`src/rtl/press_pattern_pkg.sv`:
```
// Shared types and defaults for the press pattern detector.
// The state encoding is fixed so that debug taps read the same everywhere.
package press_pattern_pkg;

  typedef enum logic [1:0] {
    IDLE    = 2'b00,
    COLLECT = 2'b01,
    REPORT  = 2'b10
  } pp_state_t;

  localparam int DEFAULT_WINDOW_CYCLES = 50000000;
  localparam int DEFAULT_MAX_PRESSES   = 3;

endpackage

```
`src/rtl/window_timer.sv`:
```
// Inter-press window timer: counts enabled cycles and flags the last one.
// It holds at PERIOD-1 rather than wrapping; clr has priority over en.
module window_timer #(
  parameter int PERIOD = 10
) (
  input  logic clk,
  input  logic rst,
  input  logic clr,
  input  logic en,
  output logic expire
);

  localparam int TW = $clog2(PERIOD);
  localparam logic [TW-1:0] LAST = TW'(PERIOD - 1);

  logic [TW-1:0] cnt;

  always_ff @(posedge clk or posedge rst) begin
    if (rst) begin
      cnt <= '0;
    end else if (clr) begin
      cnt <= '0;
    end else if (en && !expire) begin
      cnt <= cnt + TW'(1);
    end
  end

  assign expire = (cnt == LAST);

endmodule

```
`src/rtl/press_pattern_detector.sv`:
```
// Groups debounced press pulses into single/double/... events.
// A group closes on window timeout or as soon as MAX_PRESSES is reached.
module press_pattern_detector
  import press_pattern_pkg::*;
#(
  parameter int WINDOW_CYCLES = DEFAULT_WINDOW_CYCLES,
  parameter int MAX_PRESSES   = DEFAULT_MAX_PRESSES,
  parameter int CNT_W         = $clog2(MAX_PRESSES + 1)
) (
  input  logic             clk,
  input  logic             rst,
  input  logic             press,
  output logic             evt_valid,
  output logic [CNT_W-1:0] evt_count,
  output logic             busy
);

  localparam logic [CNT_W-1:0] MAX_C = CNT_W'(MAX_PRESSES);
  localparam logic [CNT_W-1:0] ONE_C = CNT_W'(1);

  pp_state_t        state;
  logic [CNT_W-1:0] count;
  logic [CNT_W-1:0] count_inc;
  logic             tmr_clr;
  logic             tmr_en;
  logic             expire;

  assign count_inc = count + ONE_C;

  // The window restarts on every counted press and idles at zero outside a group.
  assign tmr_en  = (state == COLLECT);
  assign tmr_clr = (state != COLLECT) || press;

  window_timer #(
    .PERIOD (WINDOW_CYCLES)
  ) u_timer (
    .clk    (clk),
    .rst    (rst),
    .clr    (tmr_clr),
    .en     (tmr_en),
    .expire (expire)
  );

  always_ff @(posedge clk or posedge rst) begin
    if (rst) begin
      state     <= IDLE;
      count     <= '0;
      evt_valid <= 1'b0;
      evt_count <= '0;
      busy      <= 1'b0;
    end else begin
      unique case (state)
        IDLE: begin
          evt_valid <= 1'b0;
          evt_count <= '0;
          if (press) begin
            state <= COLLECT;
            count <= ONE_C;
            busy  <= 1'b1;
          end
        end
        COLLECT: begin
          if (press) begin
            if (count_inc == MAX_C) begin
              state     <= REPORT;
              count     <= MAX_C;
              evt_valid <= 1'b1;
              evt_count <= MAX_C;
              busy      <= 1'b0;
            end else begin
              count <= count_inc;
            end
          end else if (expire) begin
            state     <= REPORT;
            evt_valid <= 1'b1;
            evt_count <= count;
            busy      <= 1'b0;
          end
        end
        REPORT: begin
          evt_valid <= 1'b0;
          evt_count <= '0;
          // A press landing on the report cycle opens the next group.
          if (press) begin
            state <= COLLECT;
            count <= ONE_C;
            busy  <= 1'b1;
          end else begin
            state <= IDLE;
            count <= '0;
            busy  <= 1'b0;
          end
        end
        default: begin
          state     <= IDLE;
          count     <= '0;
          evt_valid <= 1'b0;
          evt_count <= '0;
          busy      <= 1'b0;
        end
      endcase
    end
  end

endmodule
```
`config.mk`:
```
export PLATFORM = sky130hd
export DESIGN_NAME = press_pattern_detector
export DESIGN_NICKNAME = d
export VERILOG_FILES = /design/src/rtl/press_pattern_pkg.sv /design/src/rtl/window_timer.sv /design/src/rtl/press_pattern_detector.sv
export SDC_FILE = /design/constraint.sdc
export NUM_CORES = 1
export LEC_CHECK = 0
export ABC_AREA = 1
export CORE_MARGIN = 2
export CORE_UTILIZATION = 60
export DETAILED_ROUTE_END_ITERATION = 8
export PLACE_DENSITY = 0.79
export REMOVE_ABC_BUFFERS = 1
export SLEW_MARGIN = 20
export SYNTH_ARGS = -nofsm -noshare
export SYNTH_HDL_FRONTEND = slang
export SYNTH_SLANG_ARGS = --single-unit
```
`constraint.sdc`:
```
create_clock -name clk -period 1.7 [get_ports clk]
set_clock_uncertainty 0.1 [all_clocks]
set_input_delay 0.34 -clock clk [delete_from_list [all_inputs] [get_ports clk]]
set_output_delay 0.34 -clock clk [all_outputs]
set_load 0.05 [all_outputs]
```
After elaboration in Yosys (flattened, before gate mapping):

Cells that the tools add are included.

* memories kept: 0
* bits in latches: 0
* RAM bits: 0
* memory bits (read-only): 0
* flip-flop bits (word level): 34
* word-level logic and storage cells: 50

* multipliers: 0
* shift-type cells: 0
* divide/modulo/power cells: 0
* reductions and logical operators: 8
* eq/ne operators: 9
* multiplexer cells: 25
* magnitude comparators: 0
* add/subtract/negate cells: 2
* bitwise logic cells: 0

Operators by type and width (count)
* two-way mux 26 bit: 2
* adder 26 x 1 -> 26 bit (second input constant): 1
* equality test 26 bit (second input constant): 1
* two-way mux 2 bit: 10
* case mux 2 bit (3 select lines): 2
* two-way mux 1 bit: 10
* != test 3 bit (second input constant): 2
* equality test 2 bit (second input constant): 2
* != test 2 bit (second input constant): 2
* AND reduction 2 bit: 2
* case mux 1 bit (3 select lines): 1
* AND reduction 3 bit: 1
* adder 2 x 1 -> 2 bit (second input constant): 1
* equality test 2 x 1 -> 1 bit (second input constant): 1
* zero test 2 bit: 1
* != test 2 x 1 -> 1 bit (second input constant): 1
* nonzero test 2 bit: 1
* logical AND 1 bit: 1
* zero test 1 bit: 1
* logical OR 1 bit: 1

Depth between registers and ports, before layout:

* depth in word-level cells: 5
* depth in mapped cells: 10
* gate-level depth less buffers: 10

Cells and area by module:

Synthesis repeated with hierarchy kept, for this count alone.

* cells, all modules: 329
* area total of the unflattened synthesis: 2213.4 µm²

By module, submodules not included
* window_timer: instances 1, area each 1811.7 µm², cells an instance 286
* press_pattern_detector: instances 1, area each 401.6 µm², cells an instance 43

Least setup slack after synthesis:

No wires, ideal clock.

* path type: flip-flop to flip-flop
* from: reg u_timer.cnt[0]
* to: reg evt_count[0]
* path buffers: 0
* cell stages (with the launch flop): 11
* data required time: 1481 ps
* setup slack: 287 ps
* data arrival time: 1194 ps
* path through: dfrtp_1 -> ha_1 -> inv_1 -> nor2_4 -> nand2_2 -> nor2_4 -> nand2_2 -> nand2_4 -> nand2_2 -> nand2_1 -> nand2_1

* longest elaborated chain between the ends: 3

RTL lines
* from (decl): line window_timer.sv:16 `logic [TW-1:0] cnt;`
* from (signal assigned): line window_timer.sv:24 `cnt <= cnt + TW'(1);`
* equality test 26 bit: line window_timer.sv:28 `assign expire = (cnt == LAST);`
* != test 3 bit (no source line)
* AND reduction 2 bit (no source line)
* to (signal assigned): line press_pattern_detector.sv:76 `evt_count <= count;`
* to (decl): line press_pattern_detector.sv:14 `output logic [CNT_W-1:0] evt_count,`

No other way between the ends.
A chain may end at the register's enable or synchronous reset.

Worst setup path after layout:

* from: reg u_timer.cnt[1]
* to: reg u_timer.cnt[24]

* longest elaborated chain between the ends: 4
* elaborated cells between the ends (all ways): 7
* classes of those cells: 1 x add/sub; 1 x eq/ne; 2 x mux; 3 x reduce/logical

RTL lines
* branches (longest 4 deep; another with adder 26 x 1 -> 26 bit)

Several ways; the timed one is not identified. The select of a mux whose other input is x is not followed.

==> results.md <==
- TritonCTS created 5 clock buffers.
- The filler cell count in the final layout is 287.
- The area of the die is 0.00391 mm².
- Dividing the synthesized area by the synthesized cell count gives 7.13 µm².
- The total power consumption of the routed design is 2.46 mW.
- The global router's overall resource usage is 0.249.
- The maximum clock frequency is 626 MHz.
- The switching share of power is 0.330.
- The number of cells on the worst reg-to-reg path is 8.
- In the finished design, the share of the clock period the worst path needs comes to 0.940.
- The part of the total power dissipated in sequential elements is 0.389.
- Measured against its own limit, the worst slew margin works out to 0.728.
- In this run, synthesis produced a sequential element count of 34.
- Entering global routing, the biggest net connects 35 pins.
- The critical path is of the reg -> reg type.
- The die outline height is 62.5 µm.
- Clock-pin slew was measured on the worst setup and hold paths at 0.13 ns.
- The final layout contains 314 nets.
- The total via count in the routed design is 1865.
- The number of setup violations in the final report is 0.
- The core area is 0.00331 mm².
- Of all nets on the critical path, the largest fanout is 4.
- The tree is rooted in a sky130_fd_sc_hd__clkbuf_4.
- The worst register-to-register path has a setup slack of 0.10 ns.
- The endpoint identified for the worst register-to-register timing path is u_timer.cnt[24].
- The combinational cell fraction of total power is 0.290.
- The number of hold buffers added after CTS was 0.
- The internal power is 1.65 mW.
- The initial antenna violation count was 0.
- The required time of the critical path is 1.84 ns.
- The initial core utilization is 0.621.
- The mapped netlist covers 0.00205 mm².
- The worst setup path is captured at a flip-flop.
- The final weighted congestion in routability-driven placement is 0.970.
- In the final routed layout, each cell accounts on average for 12.4 µm.
- In the final layout, the share of cells above drive strength 1 is 0.181.
- The number of hold violations in the final report came to 0.
- Hold is met by 0.242 ns.
- Clock latency on the worst-skew pair, taken at its later pin, is 0.35 ns.
- The gate count of the mapped netlist is 288.
- Subtracting the final worst setup slack from the clock period gives 1.60 ns.
- The H-tree depth is 2.
- The share of total power dissipated in the clock network is 0.320.
- For this run, design rule violations remaining after detail routing come to 0.
- In this run the critical register-to-register path is launched from u_timer.cnt[1].
- At the placement stage, the worst setup path has a slack of 0.0127 ns.
- The maximum resistive drop on vdd is 0.000802 V.
- The primary flip-flop cell chosen by synthesis mapping is sky130_fd_sc_hd__dfrtp_1.
- The length of the first detailed-routing pass in iterations is 7.
- The number of placed instances, taps included is 344.
- The count of antenna-violating nets left after detailed routing is 0.
- The largest individual stage delay along the critical path comes from the cell sky130_fd_sc_hd__dfrtp_1.
- The net switching power figure is 812 µW.
- The distinct cell type count after synthesis is 25.
- In the final routing, the length of wire on met1 measures 2.03 mm.
- The routed design has 4.40 mm of wire.
- In this run, synthesis inferred 0 flip-flops with an integrated enable.
- The endpoint arrival time on the critical path is 1.73 ns.
- The leakage power summed over all cells is 0.990 nW.
- The type of the most critical hold path is in -> async.
- Row generation in the floorplan step produced 21 rows.
- The delay of the slowest critical-path stage is 0.42 ns.
- In this run, the number of DRC markers left after iteration 0 of detailed routing was 139.
- The number of buffers added on ports is 6.
- The wire length on met3 is 225 µm.
- The total power density per cell area is 1050 mW/mm².
- The via count of the first global-routing pass is 1731.
- Traced cell by cell, the critical path runs through ha_2, inv_1, nor2_2, nand4_1, nor2_2, nand2_1, nand2_1, nor2_1.
- Summed over all failing endpoints, the final setup total negative slack is 0 ns.
- During I/O placement, the number of pins put on the boundary was 7.
- At the pin with the least slew margin, the transition time is 0.406 ns.
- Of all flip-flops after synthesis, the portion carrying an async set or reset was 1.00.
- The Yosys step of the flow raised 0 warnings.
- For this design, the sink count on the clock tree is 34.
- The number of maximum-capacitance constraint violations is 0.
- Of the synthesized area, sequential elements account for 0.414.
- Across all setup checks in the final design, the least slack found is 0.102 ns.
- Leaving out filler cells and counting taps, the final layout contains 355.
- The floorplan step set the die width to 62.5 µm.
- In this run the top signal layer used is met4.
- The max-slew violation count is 0.
- The clock passes through at most 2 buffers.
- The element type at the critical path start is a flip-flop.
- The first global-routing pass estimated 7.63 mm of wire.
- The post-detailed-route via-to-cell ratio is 5.25.
- The TritonCTS clock tree is done.
- The final antenna diode count is 0.
- The flow ran to the end, and the final reports show no timing, DRC or antenna violations.
- Summed over all layers, the global routing overflow is 0.
- The routed length on met2 is 2.10 mm.
- The synthesis-to-finish area growth is 14.1%.
- The estimated wirelength of the detail-placed design is 3.29 mm.
[layout make-up]
class	instances	area, µm²	share of cell area
Tap cell	46	57.6	0.0245
Inverter	38	143	0.0608
Timing Repair Buffer	15	130	0.0555
Clock buffer	6	51.3	0.0219
Multi-Input combinational cell	214	1050	0.448
Clock inverter	2	60.1	0.0256
Sequential cell	34	852	0.363
[cell usage in the layout (no fill, tap or decap), types with 3 or more instances in the layout]
master / count
sky130_fd_sc_hd__nor3_2: 3
sky130_fd_sc_hd__nand3_1: 15
sky130_fd_sc_hd__or2_2: 4
sky130_fd_sc_hd__clkbuf_4: 5
sky130_fd_sc_hd__dfrtp_1: 33
sky130_fd_sc_hd__nand2_1: 79
sky130_fd_sc_hd__nor3_1: 9
sky130_fd_sc_hd__o21ai_0: 7
sky130_fd_sc_hd__nand2_2: 9
sky130_fd_sc_hd__nand4_1: 7
sky130_fd_sc_hd__inv_1: 37
sky130_fd_sc_hd__nor2_1: 41
sky130_fd_sc_hd__a21oi_1: 14
sky130_fd_sc_hd__nor2_4: 4
sky130_fd_sc_hd__nor2_2: 11
sky130_fd_sc_hd__buf_4: 12
[layer usage]
metal / vias to the layer above / global-route usage
met2: 61 / 0.392
li1: 948 / -
met4: 0 / 0.108
met3: 4 / 0.0486
met5: - / 0
met1: 852 / 0.335
[power by group through the flow]
stage | clock [mW] | combinational (mW) | sequential, mW
6_report | 0.789 | 0.716 | 0.959
5_1_grt | 0.839 | 0.809 | 0.972
4_1_cts | 0.804 | 0.701 | 0.959
3_5_place_dp | 0 | 0.702 | 0.975
3_3_place_gp | 0 | 0.696 | 0.974
2_1_floorplan | 0 | 0.349 | 1.11
[cell families (layout without fill, tap and decap cells)]
logic type	count (synthesis)	count (layout)	synth area share
flops	34	34	0.414
compound gates	26	26	0.0694
buf+inv	40	61	0.0767
fa+ha+maj	3	3	0.0183
simple gates	183	183	0.413
xor+xnor	2	2	0.00853
[synth_stat cells, drive strengths merged (2+ instances only)]
cell   count  area share
or2        4       0.012
nand3     15       0.037
o21ai      8       0.021
ha         3       0.018
nand2     89        0.18
nor3      12       0.037
buf        2      0.0073
a21oi     14       0.034
nor2      56        0.13
nand4      7       0.021
inv       37       0.068
dfrtp     34        0.41
[flip-flops by register name (all words and copies together) (netlist names)]
name         count
evt_count        2
u_timer.cnt     26
busy             1
count            2
evt_valid        1
state            2
[through the flow]
stage               area, µm²   util
CTS                      2320  0.700
global placement         2200  0.666
finish                   2340  0.708
floorplan                2040      -
detailed placement       2200  0.666
global route             2340  0.708
[worst max-delay path, delay by kind of cell (launching register included)]
| kind | cells | cell delay (ns) |
|---|---|---|
| buffers and inverters | 1 | 0.05 |
| adder cells (fa/ha/maj) | 1 | 0.21 |
| AND/OR/NAND/NOR | 6 | 0.71 |
| flip-flops | 1 | 0.42 |
[worst max path at each step]
stage	startpoint	to	slack, ns	cells past startpoint
after detailed placement	press	u_timer.cnt[23]	0.01	5
after global routing	u_timer.cnt[1]	u_timer.cnt[24]	-0.01	8
after CTS	u_timer.cnt[0]	u_timer.cnt[7]	0.04	8
after floorplan	state[1]	u_timer.cnt[6]	0.17	5
final	u_timer.cnt[1]	u_timer.cnt[24]	0.10	8
after global placement	press	u_timer.cnt[6]	0.06	5
[repair_timing]
item | in CTS | in global routing
setup endpoints to repair | 0 | 11
gates resized for setup | 0 | 3
buffers inserted | 0 | 3
endpoints found under the hold margin | 0 | 0
No activity file was read; power rests on OpenSTA's default activity.
